### src/rtl/debug_uart_fifo_tx.sv
// debug_uart_fifo_tx: buffered debug UART transmitter on the tinyQV peripheral bus.
// Bytes written to TXDATA are queued in a FIFO and serialised LSB first on uart_txd
// with a runtime baud divider. STATUS reports busy/full/empty/sticky overflow/level,
// irq_tx_done flags a fully drained transmitter.
// Optional feature macro: DEBUG_UART_PARITY_EN adds CTRL parity_en/parity_odd and a
// PARITY bit after the data bits.
module debug_uart_fifo_tx #(
  parameter int CLOCK_MHZ     = 14,
  parameter int FIFO_DEPTH    = 8,
  parameter int DIVIDER_WIDTH = 13,
  parameter int PAYLOAD_BITS  = 8
) (
  input  logic        clk,
  input  logic        rst,
  input  logic [3:0]  addr_in,
  input  logic [31:0] data_in,
  input  logic [1:0]  data_write_n,
  input  logic [1:0]  data_read_n,
  output logic [31:0] data_out,
  output logic        data_ready,
  output logic        uart_txd,
  output logic        irq_tx_done
);

  localparam int PW = $clog2(FIFO_DEPTH);
  localparam int BW = (PAYLOAD_BITS > 1) ? $clog2(PAYLOAD_BITS) : 1;
  localparam logic [DIVIDER_WIDTH-1:0] DIV_ONE = DIVIDER_WIDTH'(1);

  typedef enum logic [2:0] {
    S_IDLE,
    S_START,
    S_DATA,
`ifdef DEBUG_UART_PARITY_EN
    S_PARITY,
`endif
    S_STOP
  } state_t;

  // Bus decode
  logic wr_en;
  logic push;
  assign wr_en = (data_write_n != 2'b11);
  assign push  = wr_en && (addr_in == 4'h0);

  // Reads have no side effects, so the read strobe and unused write bits are ignored
  logic unused_bits;
  assign unused_bits = ^{data_read_n, data_in};

  // FIFO storage and bookkeeping
  logic [PAYLOAD_BITS-1:0] mem [FIFO_DEPTH];
  logic [PW-1:0]           wr_ptr, rd_ptr;
  logic [PW:0]             level;
  logic                    full, empty, pop, push_ok, overflow;
  logic [PAYLOAD_BITS-1:0] head;

  assign full    = (level == (PW+1)'(FIFO_DEPTH));
  assign empty   = (level == '0);
  // A push into a full FIFO is still accepted when the head leaves in the same cycle
  assign push_ok = push && (!full || pop);
  assign head    = mem[rd_ptr];

  // Control registers
  logic [DIVIDER_WIDTH-1:0] divider, div_eff;
  logic                     irq_en;
`ifdef DEBUG_UART_PARITY_EN
  logic                     par_en, par_odd;
`endif

  assign div_eff = (divider <= DIV_ONE) ? DIV_ONE : divider;

  // Transmit state
  state_t                   state;
  logic [DIVIDER_WIDTH-1:0] cnt, div_lat;
  logic [BW-1:0]            bit_idx;
  logic [PAYLOAD_BITS-1:0]  shreg;
  logic                     bit_end;
`ifdef DEBUG_UART_PARITY_EN
  logic                     par_lat, par_bit;
`endif

  assign bit_end = (cnt == '0);
  // Head leaves the FIFO when idle, or at the end of a stop bit for gapless frames
  assign pop     = !empty && ((state == S_IDLE) || ((state == S_STOP) && bit_end));

  // FIFO data array; no reset needed, pointers define validity
  always_ff @(posedge clk) begin
    if (push_ok) mem[wr_ptr] <= data_in[PAYLOAD_BITS-1:0];
  end

  // FIFO pointers, level counter and sticky overflow
  always_ff @(posedge clk or posedge rst) begin
    if (rst) begin
      wr_ptr   <= '0;
      rd_ptr   <= '0;
      level    <= '0;
      overflow <= 1'b0;
    end else begin
      if (push_ok) wr_ptr <= wr_ptr + PW'(1);
      if (pop)     rd_ptr <= rd_ptr + PW'(1);
      case ({push_ok, pop})
        2'b10:   level <= level + (PW+1)'(1);
        2'b01:   level <= level - (PW+1)'(1);
        default: level <= level;
      endcase
      if (push && full && !pop)
        overflow <= 1'b1;
      else if (wr_en && (addr_in == 4'h4) && data_in[3])
        overflow <= 1'b0;
    end
  end

  // DIVIDER and CTRL register writes
  always_ff @(posedge clk or posedge rst) begin
    if (rst) begin
      divider <= DIVIDER_WIDTH'(CLOCK_MHZ);
      irq_en  <= 1'b0;
`ifdef DEBUG_UART_PARITY_EN
      par_en  <= 1'b0;
      par_odd <= 1'b0;
`endif
    end else if (wr_en) begin
      if (addr_in == 4'h8) divider <= data_in[DIVIDER_WIDTH-1:0];
      if (addr_in == 4'hC) begin
        irq_en  <= data_in[0];
`ifdef DEBUG_UART_PARITY_EN
        par_en  <= data_in[1];
        par_odd <= data_in[2];
`endif
      end
    end
  end

  // Frame FSM: bit sequencing, divider countdown and the registered serial output
  always_ff @(posedge clk or posedge rst) begin
    if (rst) begin
      state    <= S_IDLE;
      uart_txd <= 1'b1;
      cnt      <= '0;
      div_lat  <= '0;
      bit_idx  <= '0;
      shreg    <= '0;
`ifdef DEBUG_UART_PARITY_EN
      par_lat  <= 1'b0;
      par_bit  <= 1'b0;
`endif
    end else begin
      case (state)
        S_IDLE: ;
        S_START: if (bit_end) begin
          uart_txd <= shreg[0];
          shreg    <= shreg >> 1;
          bit_idx  <= '0;
          state    <= S_DATA;
        end
        S_DATA: if (bit_end) begin
          if (bit_idx == BW'(PAYLOAD_BITS-1)) begin
            uart_txd <= 1'b1;
            state    <= S_STOP;
`ifdef DEBUG_UART_PARITY_EN
            if (par_lat) begin
              uart_txd <= par_bit;
              state    <= S_PARITY;
            end
`endif
          end else begin
            uart_txd <= shreg[0];
            shreg    <= shreg >> 1;
            bit_idx  <= bit_idx + BW'(1);
          end
        end
`ifdef DEBUG_UART_PARITY_EN
        S_PARITY: if (bit_end) begin
          uart_txd <= 1'b1;
          state    <= S_STOP;
        end
`endif
        S_STOP: if (bit_end) state <= S_IDLE;
        default: state <= S_IDLE;
      endcase

      // Bit period countdown, reloaded from the per-frame divider at each boundary
      if (state != S_IDLE) cnt <= bit_end ? div_lat : cnt - DIV_ONE;

      // Frame launch overrides the above: latch byte, divider and parity mode
      if (pop) begin
        shreg    <= head;
        div_lat  <= div_eff - DIV_ONE;
        cnt      <= div_eff - DIV_ONE;
        uart_txd <= 1'b0;
        state    <= S_START;
`ifdef DEBUG_UART_PARITY_EN
        par_lat  <= par_en;
        par_bit  <= (^head) ^ par_odd;
`endif
      end
    end
  end

  // Register read mux and outputs
  logic [31:0] status_w, ctrl_w;
  logic        busy;
  assign busy     = (state != S_IDLE);
  assign status_w = {16'h0, 8'(level), 4'h0, overflow, empty, full, busy};
`ifdef DEBUG_UART_PARITY_EN
  assign ctrl_w   = {29'h0, par_odd, par_en, irq_en};
`else
  assign ctrl_w   = {31'h0, irq_en};
`endif

  always_comb begin
    data_out = 32'h0;
    case (addr_in)
      4'h4:    data_out = status_w;
      4'h8:    data_out = 32'(divider);
      4'hC:    data_out = ctrl_w;
      default: data_out = 32'h0;
    endcase
  end

  assign data_ready  = 1'b1;
  assign irq_tx_done = irq_en && empty && !busy;

endmodule

### config.mk
export PLATFORM = sky130hd
export DESIGN_NAME = debug_uart_fifo_tx
export DESIGN_NICKNAME = d
export VERILOG_FILES = /design/src/rtl/debug_uart_fifo_tx.sv
export SDC_FILE = /design/constraint.sdc
export NUM_CORES = 1
export LEC_CHECK = 0
export ABC_AREA = 0
export CORE_ASPECT_RATIO = 2
export CORE_MARGIN = 2
export CORE_UTILIZATION = 44
export CTS_BUF_LIST = sky130_fd_sc_hd__clkbuf_8
export DETAILED_ROUTE_END_ITERATION = 10
export GPL_TIMING_DRIVEN = 1
export PLACE_DENSITY = 0.65
export RECOVER_POWER = 25
export SLEW_MARGIN = 25
export SYNTH_ARGS = -nofsm -noshare
export SYNTH_HDL_FRONTEND = slang
export SYNTH_SLANG_ARGS = --single-unit
### constraint.sdc
create_clock -name clk -period 8.7 [get_ports clk]
set_input_delay 1.74 -clock clk [delete_from_list [all_inputs] [get_ports clk]]
set_output_delay 1.74 -clock clk [all_outputs]
set_load 0.05 [all_outputs]
After elaboration in Yosys (flattened, before gate mapping)
Memory sizes are Yosys's and may differ from the RTL's.
Index checks and enable logic that the tools add are counted.
{ "word_totals": {"ff_bits": 66, "ramBits": 64, "in_bits": 42, "output_inout_bits": 35, "wordCells": 102, "memories": 1} }
{ "op_classes": {"n_addsub": 7, "magnitude_cmp": 1, "n_eq_ne": 20, "mux": 29, "n_reduce_logical": 32} }
{ "mem_list": {"columns": ["name", "words", "word_bits", "read_ports", "rd_ports_with_merged_regs", "wr", "line", "source"], "rows": [
  ["mem", 8, 8, 1, 0, 1, "50", "logic [PAYLOAD_BITS-1:0] mem [FIFO_DEPTH];"]
]} }
{ "op_table": {"columns": ["operator", "n"], "rows": [
  ["2-to-1 mux 13 bit", 4],
  ["one-hot mux 13 bit (3 select lines)", 1],
  ["2-to-1 mux 8 bit", 4],
  ["subtractor 13 x 1 -> 13 bit, second input constant", 2],
  ["2-to-1 mux 3 bit", 7],
  ["one-hot mux 8 bit (2 select lines)", 1],
  ["!= test 3 bit, second input constant", 5],
  ["less-or-equal comparator 13 x 1 -> 1 bit, second input constant", 1],
  ["logical NOT 13 bit", 1],
  ["== test 4 bit, second input constant", 3],
  ["one-hot mux 3 bit (4 select lines)", 1],
  ["logical AND 1 bit", 10],
  ["!= test 2 bit, second input constant", 5],
  ["adder 3 x 1 -> 3 bit, second input constant", 3],
  ["logical NOT 4 bit", 2],
  ["2-to-1 mux 1 bit", 8],
  ["one-hot mux 4 bit (2 select lines)", 1],
  ["AND reduction 4 bit", 2],
  ["nonzero test 2 bit", 4],
  ["== test 3 x 2 -> 1 bit, second input constant", 2],
  ["one-hot mux 3 bit (2 select lines)", 1],
  ["nonzero test 3 bit", 2],
  ["AND reduction 5 bit", 1],
  ["adder 4 x 1 -> 4 bit, second input constant", 1],
  ["12 further kinds", 17]
]} }

Logic depth before layout (Yosys ltp)
Gate-level depths: netlist (run 1).
{ "depth": {"depth_word": 8, "ltp_mapped": 15, "depth_no_buf": 13} }

Worst setup path before layout (run 1)
No wires, ideal clock.
{ "synth_timing": {"path_kind": "input to output", "from": "in addr_in[2]", "to": "out data_out[0]", "arrival_time_ns": 3.012, "required_time_ns": 6.960, "path_slack_ns": 3.948, "stages": 3, "n_path_buf": 0, "cell_sequence": "and3b_1 -> a21oi_1 -> nor3_1"} }
{ "synth_via": {"elab_chain_len": 2} }
{ "synth_rtl": {"columns": ["item", "line", "source"], "rows": [
  ["from (decl)", "15", "input logic [3:0] addr_in,"],
  ["== test 4 bit / == test 4 x 3 -> 1 bit (equally long branches)", "212", "case (addr_in)"],
  ["one-hot mux 13 bit (3 select lines) *", "212", null],
  ["to (decl)", "19", "output logic [31:0] data_out,"]
]} }
Every way passes the cells marked *; elsewhere a longest branch is shown, timed or not.

Final worst setup path (run 1)
{ "layout_timing": {"from": "in addr_in[1]", "to": "out data_out[1]"} }
Same word-level chain as after synthesis.

==> results of run 1 <==
## worst register-to-register path, cell delays in order, from the launching register on
cell and delay, ns:
dfrtp_1 0.44, inv_1 0.09, ha_1 0.20, nor3b_2 0.56, a41oi_1 0.36, or2_1 0.29, buf_4 0.27, clkinv_8 0.23
ha_1 0.23, ha_1 0.25, a21o_1 0.17, a21oi_1 0.18, xnor2_1 0.14, nor2_1 0.06, xor2_1 0.14
## final cells by class
class	instances	share of cell area [%]
clock inverters	15	2.26
clock buffers	17	3.22
well taps	192	3.31
multi-input cells	344	35.7
repair buffers	43	5.60
inverters	14	0.897
flip-flops and latches	129	49.0
## registers in the layout, summed over array words and instances, names as in the netlist
name / count
bit_idx: 3
state: 2
shreg: 8
overflow: 1
cnt: 13
mem: 64
level: 4
uart_txd: 1
rd_ptr: 3
div_lat: 13
wr_ptr: 3
irq_en: 1
divider: 13
## cell usage in the layout (no fill, tap or decap), types with 13 or more instances in the layout
cell / n
clkdlybuf4s50_1: 26
clkbuf_8: 17
nor2_1: 38
mux4_2: 16
edfxtp_1: 64
mux2_2: 16
conb_1: 20
dfrtp_1: 61
nand2_1: 44
a21oi_1: 19
ha_1: 13
## power breakdown
group          leakage, µW  switching [µW]  internal [µW]  total (µW)
sequential         0.00135             177            776         954
clock             0.000203             276            242         518
combinational      0.00118             428            343         772
total              0.00274             882           1360        2240
## per-stage QoR
stage	total power, µW	hold slack, ns	setup WS [ns]	utilization, %	instances
floorplan	1570	0.444	3.95	-	531
global placement	1710	0.457	2.68	48.0	722
detailed placement	1740	0.467	2.69	48.0	722
CTS	2270	0.488	2.68	50.8	754
global route	2400	0.516	2.82	50.8	754
finish	2240	0.487	2.93	50.8	754
## routing by layer
metal	wire length [µm]	global-route usage, %
met5	0	0
met1	5060	20.6
met2	8310	36.2
met3	364	3.31
met4	362	8.83
## logic make-up after synthesis
kind of cell | share of synthesized area (%)
adder cells (fa/ha/maj) | 2.85
XOR/XNOR | 2.60
AND/OR/NAND/NOR | 12.8
flip-flops | 55.5
multiplexers | 9.84
buffers and inverters | 5.55
AO/OA/AOI/OAI | 10.8
other | 0.117
## path summary, 6_finish.rpt
kind                                     to
worst max register to register     level[3]
worst min register to register   div_lat[5]
worst max-delay path            data_out[1]
min in group asynchronous        div_lat[2]
max in group asynchronous          overflow
worst min-delay path             div_lat[5]
==> results_dict.tcl, run 1 <==
set metrics [dict create \
    power.leakage_uw 0.00274 \
    cts_tree "built" \
    wl_per_cell_um 18.7 \
    yosysSeqAreaShare_pct 55.5 \
    finClkSkew_ns 0.0108 \
    synth_seq_cells 129 \
    hpwlAfterDp_mm 10.1 \
    hp-class "register to register" \
    worst_path_largest_cell_delay_ns 0.82 \
    gp_congestion 0.935 \
    synthFlopType "edfxtp_1" \
    synth_top_area_share_pct 30.0 \
    yosys-top-cells-area "edfxtp_1 (30%), dfrtp_1 (24%), mux4_2 (5.6%)" \
    num_vias 4171 \
    r2r_setup_slack_ns 4.97 \
    reg2reg_from "cnt[0]" \
    placed_area_um2 6850 \
    io_buffers 35 \
    irDropWorstVdd_v 0.000135 \
    cp_max_fo 8 \
    core_um2 14300 \
    die_x_um 89.3 \
    max-clock-path-buffers 2 \
    critPathKind "primary input to primary output" \
    maxSlewViolCount 66 \
    grt_max_degree 66 \
    clock_latency_ns 0.44 \
    cts_setup_buffers 0 \
    ant_nets 0 \
    stdcell_area_um2 7260 \
    fin_setup_tns_ns 0 \
    synth_top_cell_by_area "edfxtp_1" \
    drcViolationCount 0 \
    via_per_inst 5.53 \
    worstMarginPinSlew_ns 3.52 \
    startpoint "addr_in[1]" \
    routed_wl_mm 14.1 \
    start_util_pct 44.9 \
    whs_path_depth 2 \
    arrival_ns 4.03 \
    yosysWarnings 0 \
    min_period_ns 5.77 \
    cts_resized 0 \
    r2r_cells 14 \
    syn_area_per_cell_um2 12.5 \
    rsz0062_at_grt "false" \
    nets 605 \
    synth.most_common_cell "edfxtp_1" \
    crit_buf_inv 2 \
    multiInputGateArea_um2 2590 \
    grt_overflow 0 \
    path_clk_slew_ns 0.08 \
    syn_area_um2 6410 \
    antenna_cells 0 \
    async_flop_share_pct 50.4 \
    setup_violations 0 \
    syn_inst 513 \
    num_io_pins 77 \
    htree_levels 4 \
    dr.pass1.iters 4 \
    path_depth 6 \
    clockRootBuffer "clkbuf_8" \
    synth_common_cells "edfxtp_1 (64), dfrtp_1 (61), nand2_1 (44)" \
    grt_first_pass_wirelength_mm 22.8 \
    maxCapViolCount 1 \
    cp-end-kind "primary output" \
    worstPathRequired_ns 6.96 \
    max_freq_ghz 0.173 \
    cts-buffers-inserted 17 \
    start_kind "primary input" \
    min_from "div_lat[5]" \
    clock_sinks 129 \
    regArea_um2 3550 \
    violations "capacitance limit, slew limit" \
    drive_gt1_share_pct 15.8 \
    yosysUniqueCellTypes 72 \
    die_h_um 175 \
    grt_usage_pct 19.5 \
    relSlewSlack_pct -135 \
    synth_edf_count 64 \
    drt_iter0_drc 213 \
    status "finished, violations left" \
    hold_violations 0 \
    areaGrowthSynthToFinish_pct 13.3 \
    worstPathCellList "clkdlybuf4s50_1, nor2_1, nand2_1, nor2_1, a32o_1, clkdlybuf4s50_1" \
    powerDensity_nw_per_um2 309 \
    antenna_found_initial 0 \
    hold_buffers 0 \
    die-area_um2 15600 \
    grt_pass1_vias 4372 \
    crit_slowest_cell "clkdlybuf4s50_1" \
    fill_cells 1288 \
    cp_top_family "buffers and inverters" \
    num_rows 62 \
    period_share_pct 66.4 \
]
(Power assumes the default switching activity.)
==> run 2, diff against run 1 <==
==> constraint.sdc (replaced) <==
create_clock -name clk -period 5.5 [get_ports clk]
set_input_delay 1.1 -clock clk [delete_from_list [all_inputs] [get_ports clk]]
set_output_delay 1.1 -clock clk [all_outputs]
set_load 0.05 [all_outputs]
==> run 2 against run 1 <==
Against the previous run: the run still ends with capacitance limit, slew limit left; clock-buffer cell count did not move; design area is 0.10% higher; total power rose by 59%; critical endpoint unchanged; first-iteration DRC count up 9.4%; flip-flop and latch count is the same; global-route usage increased by 0.42 points; highest routed layer unchanged.
==> results_dict.tcl, run 2 (synthesis results as in run 1) <==
set metrics [dict create \
    rsz0062_at_grt "false" \
    antenna_cells 0 \
    grt_usage_pct 20.0 \
    hpwlAfterDp_mm 10.4 \
    cts_setup_buffers 0 \
    fin_setup_tns_ns 0 \
    die_h_um 175 \
    areaGrowthSynthToFinish_pct 13.4 \
    hold_violations 0 \
    grt_pass1_vias 4490 \
    start_util_pct 44.9 \
    final_common_cell "edfxtp_1" \
    maxSlewViolCount 43 \
    power.leakage_uw 0.00274 \
    layout_common_cells "edfxtp_1 (64), dfrtp_1 (61), nand2_1 (44), nor2_1 (38), clkdlybuf4s50_1 (26)" \
    r2r_cells 14 \
    die-area_um2 15600 \
    core_um2 14300 \
    nets 606 \
    wl_per_cell_um 19.1 \
    finClkSkew_ns 0.0131 \
    reg2reg_from "cnt[0]" \
    clock_sinks 129 \
    arrival_ns 3.31 \
    start_kind "primary input" \
    irDropWorstVdd_v 0.000218 \
    endpoint "data_out[1]" \
    stdcell_area_um2 7260 \
    num_vias 4230 \
    maxCapViolCount 1 \
    critPathKind "primary input to primary output" \
    min_period_ns 4.41 \
    clockRootBuffer "clkbuf_8" \
    via_per_inst 5.60 \
    htree_levels 4 \
    status "finished, violations left" \
    hold_buffers 0 \
    max-clock-path-buffers 2 \
    max_freq_ghz 0.227 \
    grt_max_degree 43 \
    antenna_found_initial 0 \
    worstMarginPinSlew_ns 1.97 \
    drive_gt1_share_pct 16.3 \
    cp_max_fo 8 \
    relSlewSlack_pct -31.9 \
    cts_tree "built" \
    largest_register_ffs 64 \
    grt_overflow 0 \
    hp-class "register to register" \
    cts-buffers-inserted 17 \
    gp_congestion 0.871 \
    path_clk_slew_ns 0.08 \
    grt_first_pass_wirelength_mm 23.3 \
    clock_latency_ns 0.44 \
    routed_wl_mm 14.4 \
    power.total_uw 3560 \
    placed_area_um2 6860 \
    period_share_pct 80.2 \
    cp-end-kind "primary output" \
    ant_nets 0 \
    powerDensity_nw_per_um2 490 \
    num_rows 62 \
    setup_violations 0 \
    min_from "div_lat[3]" \
    dr.pass1.iters 4 \
    drcViolationCount 0 \
    worstPathRequired_ns 4.40 \
    fill_cells 1278 \
    r2r_setup_slack_ns 1.77 \
    startpoint "addr_in[1]" \
    violations "capacitance limit, slew limit" \
    num_io_pins 77 \
    drt_iter0_drc 233 \
    largest-register "mem" \
    cts_resized 0 \
    die_x_um 89.3 \
    io_buffers 35 \
    reg2reg_to "level[3]" \
]
run 2: final cells by class:
class / instances / area, µm² / share of cell area (%)
timing repair buffer: 44 / 418 / 5.75
tap: 192 / 240 / 3.31
inverter: 14 / 66.3 / 0.913
clock inverter: 15 / 168 / 2.31
sequential: 129 / 3550 / 48.9
clock buffer: 17 / 234 / 3.22
multi-input combinational: 344 / 2580 / 35.6
run 2: per-stage QoR:
step	setup slack, ns	utilization (%)	instances	hold slack, ns
2_1_floorplan	2.03	-	531	0.444
3_3_place_gp	1.12	48.0	723	0.460
3_5_place_dp	1.11	48.1	723	0.463
4_1_cts	1.10	50.9	755	0.483
5_1_grt	0.978	50.9	755	0.514
6_report	1.09	50.9	755	0.482
run 2: worst min path at each step:
stage	endpoint	slack, ns	cells past startpoint
3_3_place_gp	div_lat[3]	0.46	2
4_1_cts	div_lat[3]	0.48	2
6_report	div_lat[3]	0.48	2
5_1_grt	div_lat[5]	0.51	2
2_1_floorplan	div_lat[5]	0.44	2
3_5_place_dp	div_lat[3]	0.46	2
run 2: metal layers:
| metal | routed length, µm | global-route usage [%] |
|---|---|---|
| met1 | 5230 | 21.0 |
| met2 | 8330 | 37.1 |
| met4 | 444 | 9.08 |
| met3 | 432 | 3.12 |
| met5 | 0 | 0 |
run 2: worst max-delay path, stage by stage:
cell             delay [ns]
clkdlybuf4s50_1        0.46
nor2_1                 0.22
nand2_1                0.08
nor2_1                 0.38
a32o_1                 0.26
clkdlybuf4s50_1        0.81
run 2: power breakdown:
| part | internal [µW] | switching, µW | leakage (µW) |
|---|---|---|---|
| Sequential | 1230 | 281 | 0.00135 |
| Combinational | 544 | 683 | 0.00119 |
| Clock | 382 | 444 | 0.000199 |
